$ cat src/rtl/gpio_pkg.sv
// Shared types and defaults for the GPIO input filter.
// filter_cfg_t bundles the filter configuration for register-file glue.
package gpio_pkg;

   localparam int DefaultSyncStages = 2;
   localparam int DefaultNrGPIOs    = 64;
   localparam int DefaultCntWidth   = 8;
   localparam int DefaultPrescWidth = 16;

   typedef struct packed {
      logic [DefaultNrGPIOs-1:0]    bypass;
      logic [DefaultCntWidth-1:0]   threshold;
      logic [DefaultPrescWidth-1:0] prescale;
   } filter_cfg_t;

endpackage

$ cat src/rtl/gpio_input_filter_cell.sv
// One pin: synchronizer chain, stability counter, filtered level, edge flops.
// Ports: clk_i, rst_ni, raw_i, bypass_i, tick_i, threshold_i,
//        gpio_o (filtered), rise_o/fall_o (one-cycle pulses).
// Edge flops exist only with GPIO_INPUT_FILTER_EDGE_EN defined.
module gpio_input_filter_cell
   import gpio_pkg::*;
#(
   parameter int SyncStages = DefaultSyncStages,
   parameter int CntWidth   = DefaultCntWidth
) (
   input  logic                clk_i,
   input  logic                rst_ni,
   input  logic                raw_i,
   input  logic                bypass_i,
   input  logic                tick_i,
   input  logic [CntWidth-1:0] threshold_i,
   output logic                gpio_o,
   output logic                rise_o,
   output logic                fall_o
);

   logic [SyncStages-1:0] sync_q;
   logic                  sync;
   logic [CntWidth-1:0]   cnt_q, cnt_d;
   logic                  gpio_q, gpio_d;

   assign sync = sync_q[SyncStages-1];

   always_ff @(posedge clk_i or negedge rst_ni) begin
      if (!rst_ni) begin
         sync_q <= '0;
         cnt_q  <= '0;
         gpio_q <= 1'b0;
      end else begin
         sync_q <= {sync_q[SyncStages-2:0], raw_i};
         cnt_q  <= cnt_d;
         gpio_q <= gpio_d;
      end
   end

   // Any tick with agreement restarts the count, so glitches shorter
   // than T+1 ticks never reach the output.
   always_comb begin
      gpio_d = gpio_q;
      cnt_d  = cnt_q;
      if (bypass_i) begin
         gpio_d = sync;
         cnt_d  = '0;
      end else if (sync == gpio_q) begin
         cnt_d  = '0;
      end else if (tick_i) begin
         // >= lets a lowered threshold take effect on the next tick
         if (cnt_q >= threshold_i) begin
            gpio_d = sync;
            cnt_d  = '0;
         end else begin
            cnt_d  = cnt_q + 1'b1;
         end
      end
   end

   assign gpio_o = gpio_q;

`ifdef GPIO_INPUT_FILTER_EDGE_EN
   logic rise_q, fall_q;

   always_ff @(posedge clk_i or negedge rst_ni) begin
      if (!rst_ni) begin
         rise_q <= 1'b0;
         fall_q <= 1'b0;
      end else begin
         rise_q <= ~gpio_q & gpio_d;
         fall_q <= gpio_q & ~gpio_d;
      end
   end

   assign rise_o = rise_q;
   assign fall_o = fall_q;
`else
   assign rise_o = 1'b0;
   assign fall_o = 1'b0;
`endif

endmodule

$ cat src/rtl/gpio_input_filter.sv
// Per-pin synchronizer + debounce filter in front of the GPIO peripheral.
// Ports: clk_i, rst_ni, gpio_raw_i, cfg_bypass_i, cfg_threshold_i (T),
//        cfg_prescale_i (P), gpio_o, rise_o, fall_o.
// Macro GPIO_INPUT_FILTER_EDGE_EN enables the rise/fall pulse registers.
module gpio_input_filter
   import gpio_pkg::*;
#(
   parameter int NrGPIOs    = DefaultNrGPIOs,
   parameter int SyncStages = DefaultSyncStages,
   parameter int CntWidth   = DefaultCntWidth,
   parameter int PrescWidth = DefaultPrescWidth
) (
   input  logic                  clk_i,
   input  logic                  rst_ni,
   input  logic [NrGPIOs-1:0]    gpio_raw_i,
   input  logic [NrGPIOs-1:0]    cfg_bypass_i,
   input  logic [CntWidth-1:0]   cfg_threshold_i,
   input  logic [PrescWidth-1:0] cfg_prescale_i,
   output logic [NrGPIOs-1:0]    gpio_o,
   output logic [NrGPIOs-1:0]    rise_o,
   output logic [NrGPIOs-1:0]    fall_o
);

   logic [PrescWidth-1:0] presc_q;
   logic                  tick;

   // >= so a prescale shrunk below the current count ticks at once
   assign tick = (presc_q >= cfg_prescale_i);

   always_ff @(posedge clk_i or negedge rst_ni) begin
      if (!rst_ni) begin
         presc_q <= '0;
      end else if (tick) begin
         presc_q <= '0;
      end else begin
         presc_q <= presc_q + 1'b1;
      end
   end

   for (genvar i = 0; i < NrGPIOs; i++) begin : g_pin
      gpio_input_filter_cell #(
         .SyncStages (SyncStages),
         .CntWidth   (CntWidth)
      ) u_cell (
         .clk_i       (clk_i),
         .rst_ni      (rst_ni),
         .raw_i       (gpio_raw_i[i]),
         .bypass_i    (cfg_bypass_i[i]),
         .tick_i      (tick),
         .threshold_i (cfg_threshold_i),
         .gpio_o      (gpio_o[i]),
         .rise_o      (rise_o[i]),
         .fall_o      (fall_o[i])
      );
   end

endmodule

$ cat config.mk
export PLATFORM = sky130hd
export DESIGN_NAME = gpio_input_filter
export DESIGN_NICKNAME = d
export VERILOG_FILES = /design/src/rtl/gpio_pkg.sv /design/src/rtl/gpio_input_filter_cell.sv /design/src/rtl/gpio_input_filter.sv
export SDC_FILE = /design/constraint.sdc
export NUM_CORES = 2
export LEC_CHECK = 0
export BUFFER_PORTS_ARGS = -buffer_cell sky130_fd_sc_hd__buf_4
export CORE_ASPECT_RATIO = 1.4
export CORE_UTILIZATION = 35
export CTS_CLUSTER_DIAMETER = 40
export DETAILED_ROUTE_END_ITERATION = 16
export GPL_TIMING_DRIVEN = 0
export HOLD_SLACK_MARGIN = 0.1
export PLACE_DENSITY = 0.6
export SETUP_SLACK_MARGIN = 0.3
export SLEW_MARGIN = 20
export SYNTH_ARGS = -nofsm -noshare
export SYNTH_HDL_FRONTEND = slang
export SYNTH_SLANG_ARGS = --single-unit
$ cat constraint.sdc
create_clock -name clk_i -period 3.7 [get_ports clk_i]
set_input_delay 0.74 -clock clk_i [delete_from_list [all_inputs] [get_ports clk_i]]
set_output_delay 0.74 -clock clk_i [all_outputs]
set_load 0.05 [all_outputs]
==> results.txt <==
----------------------------------------------------
[STA]
  Number of hold violations in the final report ... 0
  Worst-case headroom to the max-slew limit ... 0.2957
  Transition at the pin with the smallest max-transition slack ... roughly 1.1 ns
  Final worst path period need ... roughly 3.2 ns
  Final setup violation count ... 0
  Post-Route Setup TNS ... 0 ns
  Highest clock rate ... slightly above 0.3 GHz
  Final worst clock skew ... about 0.021 ns
  RSZ-0062 raised after global routing ... yes
  Final critical-path share of the clock period ... 0.8722
  Max-slew violation count ... 0

[Synth]
  Leading area contributor after synthesis ... sky130_fd_sc_hd__dfrtp_1
  Number of synthesized flops with an enable pin ... 0
  Share of synthesized registers carrying an async set or reset ... 1.000
  Mean instance size in the synthesized netlist ... between 9 and 10 um2
  Sequential-to-total area share from yosys stat ... 0.3826
  Dominant cells by area after synthesis ... sky130_fd_sc_hd__dfrtp_1 (38%), sky130_fd_sc_hd__ha_1 (16%), sky130_fd_sc_hd__nand3_1 (3.6%), sky130_fd_sc_hd__nand2_1 (3.1%), sky130_fd_sc_hd__buf_4 (3.1%)
  Count of distinct cell types in the synthesized netlist ... between 60 and 70
  Cell Area, Synth ... roughly 47000 um2
  FF+latch count, synth ... between 700 and 800
  Synthesized instance count ... approximately 4900
  Count of yosys warnings during synthesis ... 0
  Portion of synthesized cell area occupied by the leading cell type ... 0.3826
  Synth Flop Type ... sky130_fd_sc_hd__dfrtp_1

[Pwr]
  Maximum vdd drop ... ~0.00036 V
  Total design power ... 0.02493 W
  Power density relative to cell area ... between 400 and 500 nW/um2
  Leakage power of the design ... approximately 28 nW

[GRT]
  Gr usage total ... 0.1924
  Vias in the first global route ... a little under 40000
  Grt total ovfl ... 0
  Antenna violations before repair ... 11
  First-pass GRT wire length ... 211000 um
  Maximum number of pins on one net before global-route repair ... 96

[Min path]
  Hold Path Class ... in2reg

[Clocking]
  Source-to-sink clock delay at the later pin of the worst-skew pair ... between 0.7 and 0.8 ns
  Worst-case clock buffer depth ... 3
  H-tree levels ... 3
  Clock-pin slew on the worst setup and hold paths ... 0.07 ns
  CTS buffer count ... between 100 and 150
  Root buffer cell ... sky130_fd_sc_hd__clkbuf_16
  Clock sinks ... 720
  TritonCTS clock tree ... yes

[Routing]
  Violation count after the first detailed-routing iteration ... approximately 2200
  Total routed wirelength ... roughly 130000 um
  Number of vias in the routed layout ... 39153
  Number of iterations in the first detailed-routing pass ... 5
  Post-route DRC violation count ... 0
  Final antenna-violating net count ... 0
  WL/cell ... between 15 and 20 um
  Vias per inst ... 5.352

[Cells and area]
  Final layout net count ... between 6000 and 7000
  Highest-count cells in the layout ignoring fill and taps ... sky130_fd_sc_hd__dfrtp_1 (720), sky130_fd_sc_hd__ha_1 (588), sky130_fd_sc_hd__buf_4 (438), sky130_fd_sc_hd__nand2_1 (394), sky130_fd_sc_hd__nand3_1 (336)
  Most common cell after layout, fill and taps aside ... sky130_fd_sc_hd__dfrtp_1
  Area growth from synthesis to layout ... 22.02%
  Final Util ... 0.4318
  Fill cell instance count of the final layout ... about 13000
  Fraction of final layout cells with drive strength greater than 1 ... 0.1590

[Worst setup path]
  Crit path arrival time ... between 3 and 4 ns
  Critical path cell sequence ... ha_1 -> nand4_1 -> or2_1 -> nor2_2 -> buf_4 -> buf_4 -> buf_6 -> nor4_4 -> nor2_1 -> mux2_2
  Critical Path Max Stage Delay ... 0.44 ns
  Data required time of the critical path ... between 4 and 5 ns
  Category of the worst setup path launch point ... flip-flop
  Worst-path cell with the longest stage delay ... sky130_fd_sc_hd__dfrtp_1
  Type of the setup path with the least slack ... reg2reg
  Cell type with the highest occurrence count on the critical path ... sky130_fd_sc_hd__buf_4
  Highest net fanout along the worst path ... 10
  Type of element capturing the critical path ... flip-flop

[Floorplan]
  Starting utilization of the core area ... 0.3539
  # rows ... between 150 and 200
  Number of primary I/O pins ... about 350
  Area of the core ... roughly 130000 um2
  Die boundary height ... between 400 and 500 um
  Die Width ... around 310 um
  Die footprint ... 136000 um2

[Job]
  Maxcap violations ... 0

[Run status]
  Status ... complete, no violations

[Placement]
  Count of input and output buffers ... roughly 220
  Routability-driven placement congestion ratio ... a little over 0.8
  Detailed placer's ending HPWL ... between 90000 and 100000 um

----------------------------------------------------
## registers in the layout, indices dropped and copies added, names as in the netlist
register,cells
g_pin.u_cell.gpio_o,64
g_pin.u_cell.cnt_q,512
presc_q,16
g_pin.u_cell.sync_q,128
## per-stage QoR
| step | setup WS [ns] | cells | cell area [um2] | hold WS (ns) |
|---|---|---|---|---|
| 2_1_floorplan | 0.2334 | 5000 | 47660 | 0.3312 |
| 3_3_place_gp | -7.127 | 6977 | 51490 | 0.3313 |
| 3_5_place_dp | -1.274 | 7011 | 52330 | 0.3347 |
| 4_1_cts | 0.2468 | 7299 | 57200 | 0.2630 |
| 5_1_grt | 0.2959 | 7315 | 57450 | 0.3022 |
| 6_report | 0.4730 | 7315 | 57450 | 0.3175 |
## cell families (layout without fill, tap and decap cells)
| group | count (synthesis) | after routing | share of synthesized area |
|---|---|---|---|
| and+or+nand+nor | 1558 | 1558 | 0.1759 |
| AOI/OAI and AO/OA | 1201 | 1201 | 0.1679 |
| DFF | 720 | 720 | 0.3826 |
| adders and majority gates | 593 | 593 | 0.1576 |
| buffers and inverters | 503 | 1056 | 0.05721 |
| xor gates and xnor gates | 230 | 230 | 0.04278 |
| muxes | 67 | 67 | 0.01592 |
| other | 1 | 130 | 0.00007964 |
## repair_timing
| item | 4_1_cts | 5_1_grt |
|---|---|---|
| gates resized for setup | 63 | 69 |
| setup buffers | 2 | 14 |
| hold buffers | 65 | 0 |
| endpoints found under the hold margin | 91 | 0 |
| pin swaps | 1 | 5 |
| setup endpoints to repair | 431 | 467 |
## power by group
part / switching [W] / internal, W
combinational: 0.00327 / 0.00179
sequential: 0.000375 / 0.00824
clock: 0.00444 / 0.00681
total: 0.00809 / 0.0168
## metal layers
metal	wire length, um	track usage
met1	57120	0.2372
met2	64770	0.3342
met3	5815	0.02862
met4	4443	0.07748
met5	78	0
## final timing paths
kind | start | end | slack, ns | cells after the start
setup / recovery | presc_q[11] | g_pin[6].u_cell.gpio_o | 0.47 | 10
hold / removal | cfg_bypass_i[3] | g_pin[3].u_cell.cnt_q[1] | 0.32 | 4
setup reg to reg | presc_q[11] | g_pin[6].u_cell.gpio_o | 0.47 | 10
hold reg to reg | g_pin[30].u_cell.sync_q[0] | g_pin[30].u_cell.sync_q[1] | 0.34 | 0
max in group asynchronous | rst_ni | g_pin[3].u_cell.sync_q[0] | 1.48 | 5
min in group asynchronous | rst_ni | g_pin[16].u_cell.sync_q[1] | 0.45 | 2
## synth_stat cells (all sizes together) (116+ instances only)
cell type / number
buf: 243
nand3: 337
inv: 186
xnor2: 117
a21oi: 177
dfrtp: 720
nand2b: 116
o22ai: 205
ha: 593
and3: 195
nor2: 139
nand2: 394
o21ai: 262
## worst max-delay path, delay by kind of cell (launching register included)
kind / cells / cell delay, ns
flops: 1 / 0.44
simple gates: 5 / 1.01
buf+inv: 3 / 0.91
fa+ha+maj: 1 / 0.34
mux: 1 / 0.35
## final cells by class
| type | instances | area [um2] | share of cell area |
|---|---|---|---|
| Clock buffer | 140 | 3188 | 0.05549 |
| Clock inverter | 81 | 859.6 | 0.01496 |
| Multi-Input combinational cell | 3777 | 27060 | 0.4709 |
| Buffer | 317 | 2167 | 0.03772 |
| Sequential cell | 720 | 18020 | 0.3136 |
| Inverter | 186 | 724.4 | 0.01261 |
| Antenna cell | 2 | 5.005 | 0.00008711 |
| Timing Repair Buffer | 332 | 3234 | 0.05629 |
| Tap cell | 1760 | 2202 | 0.03833 |
Power figures use the tool's default switching activity.
